--- src/rtl/regfile_pkg.sv ---
// rtl/regfile_pkg.sv - shared types and helpers for the 2-read/1-write register file
package regfile_pkg;

    typedef enum logic {
        IDLE  = 1'b0,
        CLEAR = 1'b1
    } clr_state_t;

    // True when an index addresses a real entry; DEPTH need not be a power of two.
    function automatic logic addr_in_range(input logic [31:0] addr, input int unsigned depth);
        return addr < depth;
    endfunction

endpackage

--- src/rtl/regfile_clear_seq.sv ---
// rtl/regfile_clear_seq.sv - background clear sweep sequencer (IDLE/CLEAR FSM plus index counter)
module regfile_clear_seq
    import regfile_pkg::*;
#(
    parameter int DEPTH      = 16,
    parameter int ADDR_WIDTH = $clog2(DEPTH)
) (
    input  logic                  clock,
    input  logic                  reset,
    input  logic                  clear_req,
    output logic                  busy,
    output logic                  clr_en,
    output logic [ADDR_WIDTH-1:0] clr_idx
);

    clr_state_t            state_q, state_d;
    logic [ADDR_WIDTH-1:0] idx_q, idx_d;

    // State and sweep index registers; reset returns to IDLE at index 0.
    always_ff @(posedge clock) begin
        if (!reset) begin
            state_q <= IDLE;
            idx_q   <= '0;
        end else begin
            state_q <= state_d;
            idx_q   <= idx_d;
        end
    end

    // Next state: a request starts a sweep from 0; further requests mid-sweep are ignored.
    always_comb begin
        state_d = state_q;
        idx_d   = idx_q;
        case (state_q)
            IDLE: begin
                if (clear_req) begin
                    state_d = CLEAR;
                    idx_d   = '0;
                end
            end
            CLEAR: begin
                if (idx_q == ADDR_WIDTH'(DEPTH - 1)) begin
                    state_d = IDLE;
                    idx_d   = '0;
                end else begin
                    idx_d = idx_q + ADDR_WIDTH'(1);
                end
            end
            default: begin
                state_d = IDLE;
                idx_d   = '0;
            end
        endcase
    end

    assign busy    = (state_q == CLEAR);
    assign clr_en  = busy;
    assign clr_idx = idx_q;

endmodule

--- src/rtl/regfile_2r1w.sv ---
// rtl/regfile_2r1w.sv - DEPTH x DATA_WIDTH register file, one write port, two registered read ports
module regfile_2r1w
    import regfile_pkg::*;
#(
    parameter int DATA_WIDTH = 8,
    parameter int DEPTH      = 16,
    parameter int ADDR_WIDTH = $clog2(DEPTH),
    parameter int BYPASS     = 1
) (
    input  logic                  clock,
    input  logic                  reset,
    input  logic                  wr_en,
    input  logic [ADDR_WIDTH-1:0] wr_addr,
    input  logic [DATA_WIDTH-1:0] wr_data,
    output logic                  wr_err,
    input  logic                  rd_en_a,
    input  logic [ADDR_WIDTH-1:0] rd_addr_a,
    output logic [DATA_WIDTH-1:0] rd_data_a,
    output logic                  rd_valid_a,
    input  logic                  rd_en_b,
    input  logic [ADDR_WIDTH-1:0] rd_addr_b,
    output logic [DATA_WIDTH-1:0] rd_data_b,
    output logic                  rd_valid_b,
    input  logic                  clear_req,
    output logic                  busy
);

    logic [DATA_WIDTH-1:0] mem [DEPTH];
    logic                  clr_en;
    logic [ADDR_WIDTH-1:0] clr_idx;
    logic                  wr_ok;
    logic [DATA_WIDTH-1:0] rd_next_a, rd_next_b;

    regfile_clear_seq #(
        .DEPTH      (DEPTH),
        .ADDR_WIDTH (ADDR_WIDTH)
    ) u_clear_seq (
        .clock     (clock),
        .reset     (reset),
        .clear_req (clear_req),
        .busy      (busy),
        .clr_en    (clr_en),
        .clr_idx   (clr_idx)
    );

    // A write lands only when in range and no sweep owns the array.
    assign wr_ok = wr_en && !busy && addr_in_range(32'(wr_addr), DEPTH);

    // Port A read value: out-of-range reads 0, optional forwarding of a same-cycle write.
    always_comb begin
        rd_next_a = '0;
        if (addr_in_range(32'(rd_addr_a), DEPTH)) begin
            if ((BYPASS != 0) && wr_ok && (rd_addr_a == wr_addr)) rd_next_a = wr_data;
            else rd_next_a = mem[rd_addr_a];
        end
    end

    // Port B read value: same rule as port A, evaluated independently.
    always_comb begin
        rd_next_b = '0;
        if (addr_in_range(32'(rd_addr_b), DEPTH)) begin
            if ((BYPASS != 0) && wr_ok && (rd_addr_b == wr_addr)) rd_next_b = wr_data;
            else rd_next_b = mem[rd_addr_b];
        end
    end

    // Storage: accepted writes and sweep clears never collide because writes drop while busy.
    always_ff @(posedge clock) begin
        if (!reset) begin
            for (int i = 0; i < DEPTH; i++) mem[i] <= '0;
        end else begin
            if (wr_ok) mem[wr_addr] <= wr_data;
            if (clr_en) mem[clr_idx] <= '0;
        end
    end

    // Read pipelines: data holds when idle, valid pulses only for issued reads.
    always_ff @(posedge clock) begin
        if (!reset) begin
            rd_data_a  <= '0;
            rd_valid_a <= 1'b0;
            rd_data_b  <= '0;
            rd_valid_b <= 1'b0;
        end else begin
            rd_valid_a <= rd_en_a;
            rd_valid_b <= rd_en_b;
            if (rd_en_a) rd_data_a <= rd_next_a;
            if (rd_en_b) rd_data_b <= rd_next_b;
        end
    end

    // Dropped-write flag, one cycle after the rejected request.
    always_ff @(posedge clock) begin
        if (!reset) wr_err <= 1'b0;
        else        wr_err <= wr_en && !wr_ok;
    end

endmodule

--- config.mk ---
export PLATFORM = sky130hd
export DESIGN_NAME = regfile_2r1w
export DESIGN_NICKNAME = d
export VERILOG_FILES = /design/src/rtl/regfile_pkg.sv /design/src/rtl/regfile_clear_seq.sv /design/src/rtl/regfile_2r1w.sv
export SDC_FILE = /design/constraint.sdc
export NUM_CORES = 1
export LEC_CHECK = 0
export ABC_AREA = 1
export CAP_MARGIN = 5
export CELL_PAD_IN_SITES_DETAIL_PLACEMENT = 0
export CELL_PAD_IN_SITES_GLOBAL_PLACEMENT = 1
export CORE_ASPECT_RATIO = 0.75
export CORE_MARGIN = 3
export CORE_UTILIZATION = 25
export CTS_CLUSTER_SIZE = 40
export DETAILED_ROUTE_END_ITERATION = 6
export GPL_TIMING_DRIVEN = 0
export HOLD_SLACK_MARGIN = 0.06
export PLACE_DENSITY = 0.56
export REMOVE_ABC_BUFFERS = 1
export SETUP_SLACK_MARGIN = 0.02
export SYNTH_ARGS = -nofsm -noshare
export SYNTH_HDL_FRONTEND = slang
export SYNTH_HIERARCHICAL = 1
export SYNTH_SLANG_ARGS = --single-unit
--- constraint.sdc ---
create_clock -name clock -period 2 [get_ports clock]
set_clock_uncertainty 0.05 [all_clocks]
set_input_delay 0.3 -clock clock [delete_from_list [all_inputs] [get_ports clock]]
set_output_delay 0.3 -clock clock [all_outputs]
set_load 0.01 [all_outputs]
==> results.cfg, run 1 <==
[setup_path]
crit_path_max_incr_delay_ps = 370
worst-r2r-cell-count = 8
crit_type = in -> reg
rr_endpoint = mem[0][7]
crit-reg2reg-launch = u_clear_seq/busy
cp_max_fo = 46
slowest_stage = inv_6
critical_path.startpoint = rd_addr_b[0]
ff2ff_setup_slack_ps = 180
critPathArrivalTime_ps = 2130
path_cells = buf_6, buf_12, inv_6, nand2_1, nand3_1, nand3_1, nand3_1, nand3_1, nand2_1, a21oi_2
worst-path-stages = 10
path_buf_inv = 3
crit_family = simple AND/OR/NAND/NOR gates
cp-start-kind = input pin
cp.required_ps = 2280
end_kind = flop
cp_common_cell = nand3_1

[power]
p_leak_uw = 0.00449
power_density_nw_per_um2 = 756
ir_drop_mv = 0.504

[hold_path]
min_from = reset
worstHoldPathCells = 3
holdPathEnd = rd_valid_b
hold_path.class = in -> reg

[floorplan]
die-height_um = 170
design.core.area_um2 = 35000
die_w_um = 224
die_area_um2 = 38100
num_rows = 59
start_util = 0.256
io_pins = 46

[drt]
ant_nets = 0
drt-initial-drc-count = 898
wire_per_inst_um = 19.9
via_count = 9265
routed_wl_um = 37500
viasPerCell = 4.92
firstDrtPassIters = 5
route.detailed.drc = 0

[flow_run]
max_cap_violations = 0

[logic_synthesis]
yosys_warnings = 6
synth_cells = 1409
synth-seq-cells = 152
synth.avg_cell_area_um2 = 6.35
synth_area_um2 = 8950
ys_seq_area_frac = 0.340
synth_cell_types = 36

[final_layout]
antenna_cells = 0
area_growth_pct = 17.3
seq_area_um2 = 3040
fillers = 3883
multiInputGateArea_um2 = 4620
nets = 1441
drive_gt1_frac = 0.0813
final_cells = 1883
final_area_um2 = 10500

[grt]
grt_max_degree = 64
grt_antenna_before_repair = 0
overflow = 0
grt_first_pass_wirelength_um = 56500
track_usage = 0.199
grt_pass1_vias = 8715

[placed_design]
place_area_um2 = 9740
portBuffers = 45
dpl.hpwl_um = 25400
place_inst = 1850
routabilityCongestion = 0.813

[timing]
worstMarginPinSlew_ps = 1130
drv_slew = 0
setup_viol = 0
post-route-min-period_ps = 1850
hold_slack_ps = 223
max_freq_mhz = 541
fin_crit_sh = 0.925
relSlewSlack = 0.248
final-hold-violation-count = 0
rsz0062_at_grt = true

[clock_tree]
htreeDepth = 4
cts.sinks = 152
cts-root-buf = clkbuf_16
cts_hold_buf = 0
clockBufferDepth = 2
clk_pin_slew_worst_paths_ps = 60
insertion_delay_ps = 460
cts_made_buffers = 17
cts_tree = done

[status]
status = completed
[per-layer routing]
layer,vias up,global-route usage,wire [µm],share of wire
li1,4548,-,-,-
met4,0,0.0632,898,0.024
met5,-,0,0,0
met1,4384,0.295,19000,0.51
met2,286,0.286,15300,0.41
met3,47,0.0433,2330,0.062
[worst max-delay path by stage]
| stage | endpoint | slack, ps |
|---|---|---|
| 3_3_place_gp | rd_data_a[0] | -4180 |
| 2_1_floorplan | mem[0][1] | 320 |
| 4_1_cts | mem[3][6] | -30 |
| 3_5_place_dp | rd_data_a[0] | -1160 |
| 6_report | rd_data_b[3] | 150 |
| 5_1_grt | mem[5][1] | -40 |
[sequential cells by signal, summed over array words and instances (netlist names)]
name                 count
rd_data_a                8
rd_valid_a               1
rd_data_b                8
wr_err                   1
mem                    128
u_clear_seq/busy         1
u_clear_seq/clr_idx      4
rd_valid_b               1
[kinds of logic (layout without fill, tap and decap cells)]
kind of cell    after synthesis  after routing  share of synthesized area
compound gates              229            229                      0.157
buf+inv                     337            354                      0.151
xor+xnor                      4              4                    0.00475
fa+ha+maj                     1              1                    0.00140
flops                       152            152                      0.340
simple gates                686            686                      0.346
[per-stage QoR]
| step | setup TNS (ps) | worst slack, ps | total power (µW) | util |
|---|---|---|---|---|
| after floorplan | 0 | 325 | 3740 | - |
| after global placement | -377480 | -4180 | 4350 | 0.276 |
| after detailed placement | -81670 | -1160 | 4320 | 0.278 |
| after CTS | -441 | -34.0 | 7990 | 0.297 |
| after global routing | -209 | -36.2 | 8270 | 0.300 |
| final | 0 | 151 | 7940 | 0.300 |
[Yosys cell counts (all sizes together)]
cell type  number  share of area
nand3         197           0.11
o21ai          34          0.019
dfxtp         152           0.34
nand2         314           0.15
a21oi          56          0.037
a211oi          1        0.00084
inv           270           0.11
or2             1        0.00070
ha              1         0.0014
nand4          11          0.010
xnor2           2         0.0028
nor2          161          0.069
o211ai         25          0.021
nor3            2         0.0036
xor2            2         0.0020
clkbuf         25          0.010
o22ai         113          0.079
buf            41          0.026
clkinv          1        0.00042
[where the power goes]
group	leakage, µW	internal, µW	switching, µW
Sequential	0.00123	3090	37.6
Combinational	0.00296	350	811
Clock	0.000303	2210	1450
Total	0.00449	5640	2300
[placed cells by master (no fill, tap or decap), types with 4 or more instances in the layout]
master / count
nand4_4: 4
nand2_2: 4
nor2_2: 12
clkdlybuf4s50_1: 34
dfxtp_1: 151
a21oi_2: 10
bufinv_16: 5
o211ai_1: 25
buf_4: 4
a21oi_1: 45
nand2_4: 20
o22ai_1: 113
clkbuf_16: 17
nor2_1: 148
nand2_1: 290
nand4_1: 7
o21ai_0: 30
nand3_1: 194
inv_4: 4
inv_2: 4
inv_1: 259
[area by class of cell]
| type | instances | share of cell area |
|---|---|---|
| Clock buffer | 19 | 0.0412 |
| Multi-Input combinational cell | 920 | 0.441 |
| Timing Repair Buffer | 52 | 0.0544 |
| Tap cell | 457 | 0.0545 |
| Clock inverter | 12 | 0.0192 |
| Sequential cell | 152 | 0.290 |
| Inverter | 271 | 0.100 |
[worst register-to-register path: cells and delay by family, from the launching register on]
family | cells | cell delay (ps)
buf+inv | 3 | 420
simple gates | 4 | 720
compound gates | 1 | 120
flops | 1 | 360
[repair_timing]
item                       CTS  global route
setup endpoints to repair   80           119
buffers inserted             0             2
gates resized for setup     18            24
Power figures use the tool's default switching activity.
==> inputs of run 2 (changes only) <==
--- a/config.mk
+++ b/config.mk
@@ -17,8 +17,8 @@
 export GPL_TIMING_DRIVEN = 0
 export HOLD_SLACK_MARGIN = 0.06
 export PLACE_DENSITY = 0.56
-export REMOVE_ABC_BUFFERS = 1
 export SETUP_SLACK_MARGIN = 0.02
+export SLEW_MARGIN = 5
 export SYNTH_ARGS = -nofsm -noshare
 export SYNTH_HDL_FRONTEND = slang
 export SYNTH_HIERARCHICAL = 1
==> results.cfg, run 2 (synthesis gave the netlist of run 1 again) <==
[status]
status = completed

[hold_path]
hold_path.class = in -> reg

[floorplan]
die-height_um = 170
die_area_um2 = 38100
die_w_um = 224
start_util = 0.256
design.core.area_um2 = 35000
num_rows = 59
io_pins = 46

[placed_design]
place_inst = 1903
place_ws_ps = -730
portBuffers = 37
dpl.hpwl_um = 34300
routabilityCongestion = 0.969

[grt]
grt_first_pass_wirelength_um = 64300
grt_max_degree = 17
overflow = 0
grt_pass1_vias = 8909
grt_antenna_before_repair = 0
track_usage = 0.238

[setup_path]
critPathArrivalTime_ps = 2280
critical_path.startpoint = wr_data[4]
crit_family = buffers and inverters
path_buf_inv = 4
crit_type = in -> reg
slowest_stage = clkbuf_1
end_kind = flop
crit-reg2reg-launch = u_clear_seq/busy
cp-start-kind = input pin
cp_max_fo = 10
ff2ff_setup_slack_ps = 100
worst-r2r-cell-count = 6
worst-path-stages = 6
path_cells = clkdlybuf4s50_1, inv_1, clkbuf_1, o22ai_1, inv_1, nor2_1
cp_common_cell = inv_1
endpoint = mem[9][4]
rr_endpoint = mem[7][7]
crit_path_max_incr_delay_ps = 750
cp.required_ps = 2290

[final_layout]
final_cells = 1937
reg_top3 = mem (128), rd_data_a (8), rd_data_b (8)
mostFrequentLayoutCell = nand2_1
top_register = mem
nets = 1494
multiInputGateArea_um2 = 4700
seq_area_um2 = 3040
largest_reg_flops = 128
layout_common_cells = 290 x nand2_1, 259 x inv_1, 192 x nand3_1, 151 x dfxtp_1, 138 x nor2_1
antenna_cells = 0
fillers = 3965
drive_gt1_frac = 0.111
area_growth_pct = 19.7

[clock_tree]
cts_made_buffers = 17
htreeDepth = 4
cts-root-buf = clkbuf_16
clockBufferDepth = 2
clk_pin_slew_worst_paths_ps = 70
insertion_delay_ps = 460
cts_hold_buf = 0
cts.sinks = 152
cts_tree = done

[timing]
worstMarginPinSlew_ps = 926
setup_viol = 0
max_freq_mhz = 502
relSlewSlack = 0.382
drv_slew = 0
fin_ws_ps = 9.32
rsz0062_at_grt = true
final-hold-violation-count = 0
fin_crit_sh = 0.995
post-route-min-period_ps = 1990

[drt]
viasPerCell = 5.02
ant_nets = 0
drt-initial-drc-count = 1278
route.detailed.drc = 0
firstDrtPassIters = 6
wire_per_inst_um = 23.2
via_count = 9719
routed_wl_um = 45000

[power]
ir_drop_mv = 0.523
power_density_nw_per_um2 = 730
p_leak_uw = 0.00460

[flow_run]
max_cap_violations = 0

[logic_synthesis]
synth_fp_nets = 1436
run 2: layer usage:
metal | GRT usage | vias up | wire [µm]
met5 | 0 | - | 0
met3 | 0.0883 | 37 | 5070
li1 | - | 4652 | -
met1 | 0.365 | 4656 | 22300
met2 | 0.310 | 374 | 16900
met4 | 0.0539 | 0 | 786
run 2: worst min-delay path by stage:
stage            startpoint           end  slack (ps)  cells after the start
3_3_place_gp      mem[7][4]     mem[7][4]         400                      2
6_report         wr_addr[0]     mem[1][0]         310                      5
4_1_cts        rd_addr_b[2]  rd_data_b[4]         290                      5
5_1_grt          wr_addr[0]     mem[3][4]         310                      5
2_1_floorplan         wr_en        wr_err         370                      2
3_5_place_dp      mem[7][0]     mem[7][0]         410                      2
run 2: through the flow:
stage	TNS (ps)	power (µW)	util	hold slack, ps	cell area [µm²]
global route	-99.7	8110	0.306	314	10700
detailed placement	-72670	4400	0.283	407	9890
floorplan	0	3870	-	373	8950
finish	0	7820	0.306	313	10700
CTS	-219	7830	0.301	293	10500
global placement	-72880	4400	0.283	401	9890
run 2: power breakdown:
group          internal (µW)  total (µW)  switching, µW
Clock                   1860        3420           1560
Sequential              3080        3120           33.9
Combinational            369        1280            913
Total                   5320        7820           2500
run 2: final cells by class:
cell class	instances	area share
clock buffers	17	0.0397
clock inverters	15	0.0156
well taps	457	0.0534
repair buffers	39	0.0382
flip-flops and latches	152	0.284
multi-input cells	920	0.439
plain buffers	66	0.0342
inverters	271	0.0956
run 2: timing repair:
action / CTS / global route
pin swaps: 0 / 1
buffers inserted: 0 / 2
setup endpoints to repair: 99 / 118
resized for setup: 28 / 40
run 2: worst min-delay path: stages:
cell and delay, ps:
buf_6 120, nand4_4 180, o22ai_1 100, inv_1 50
nor2_1 30
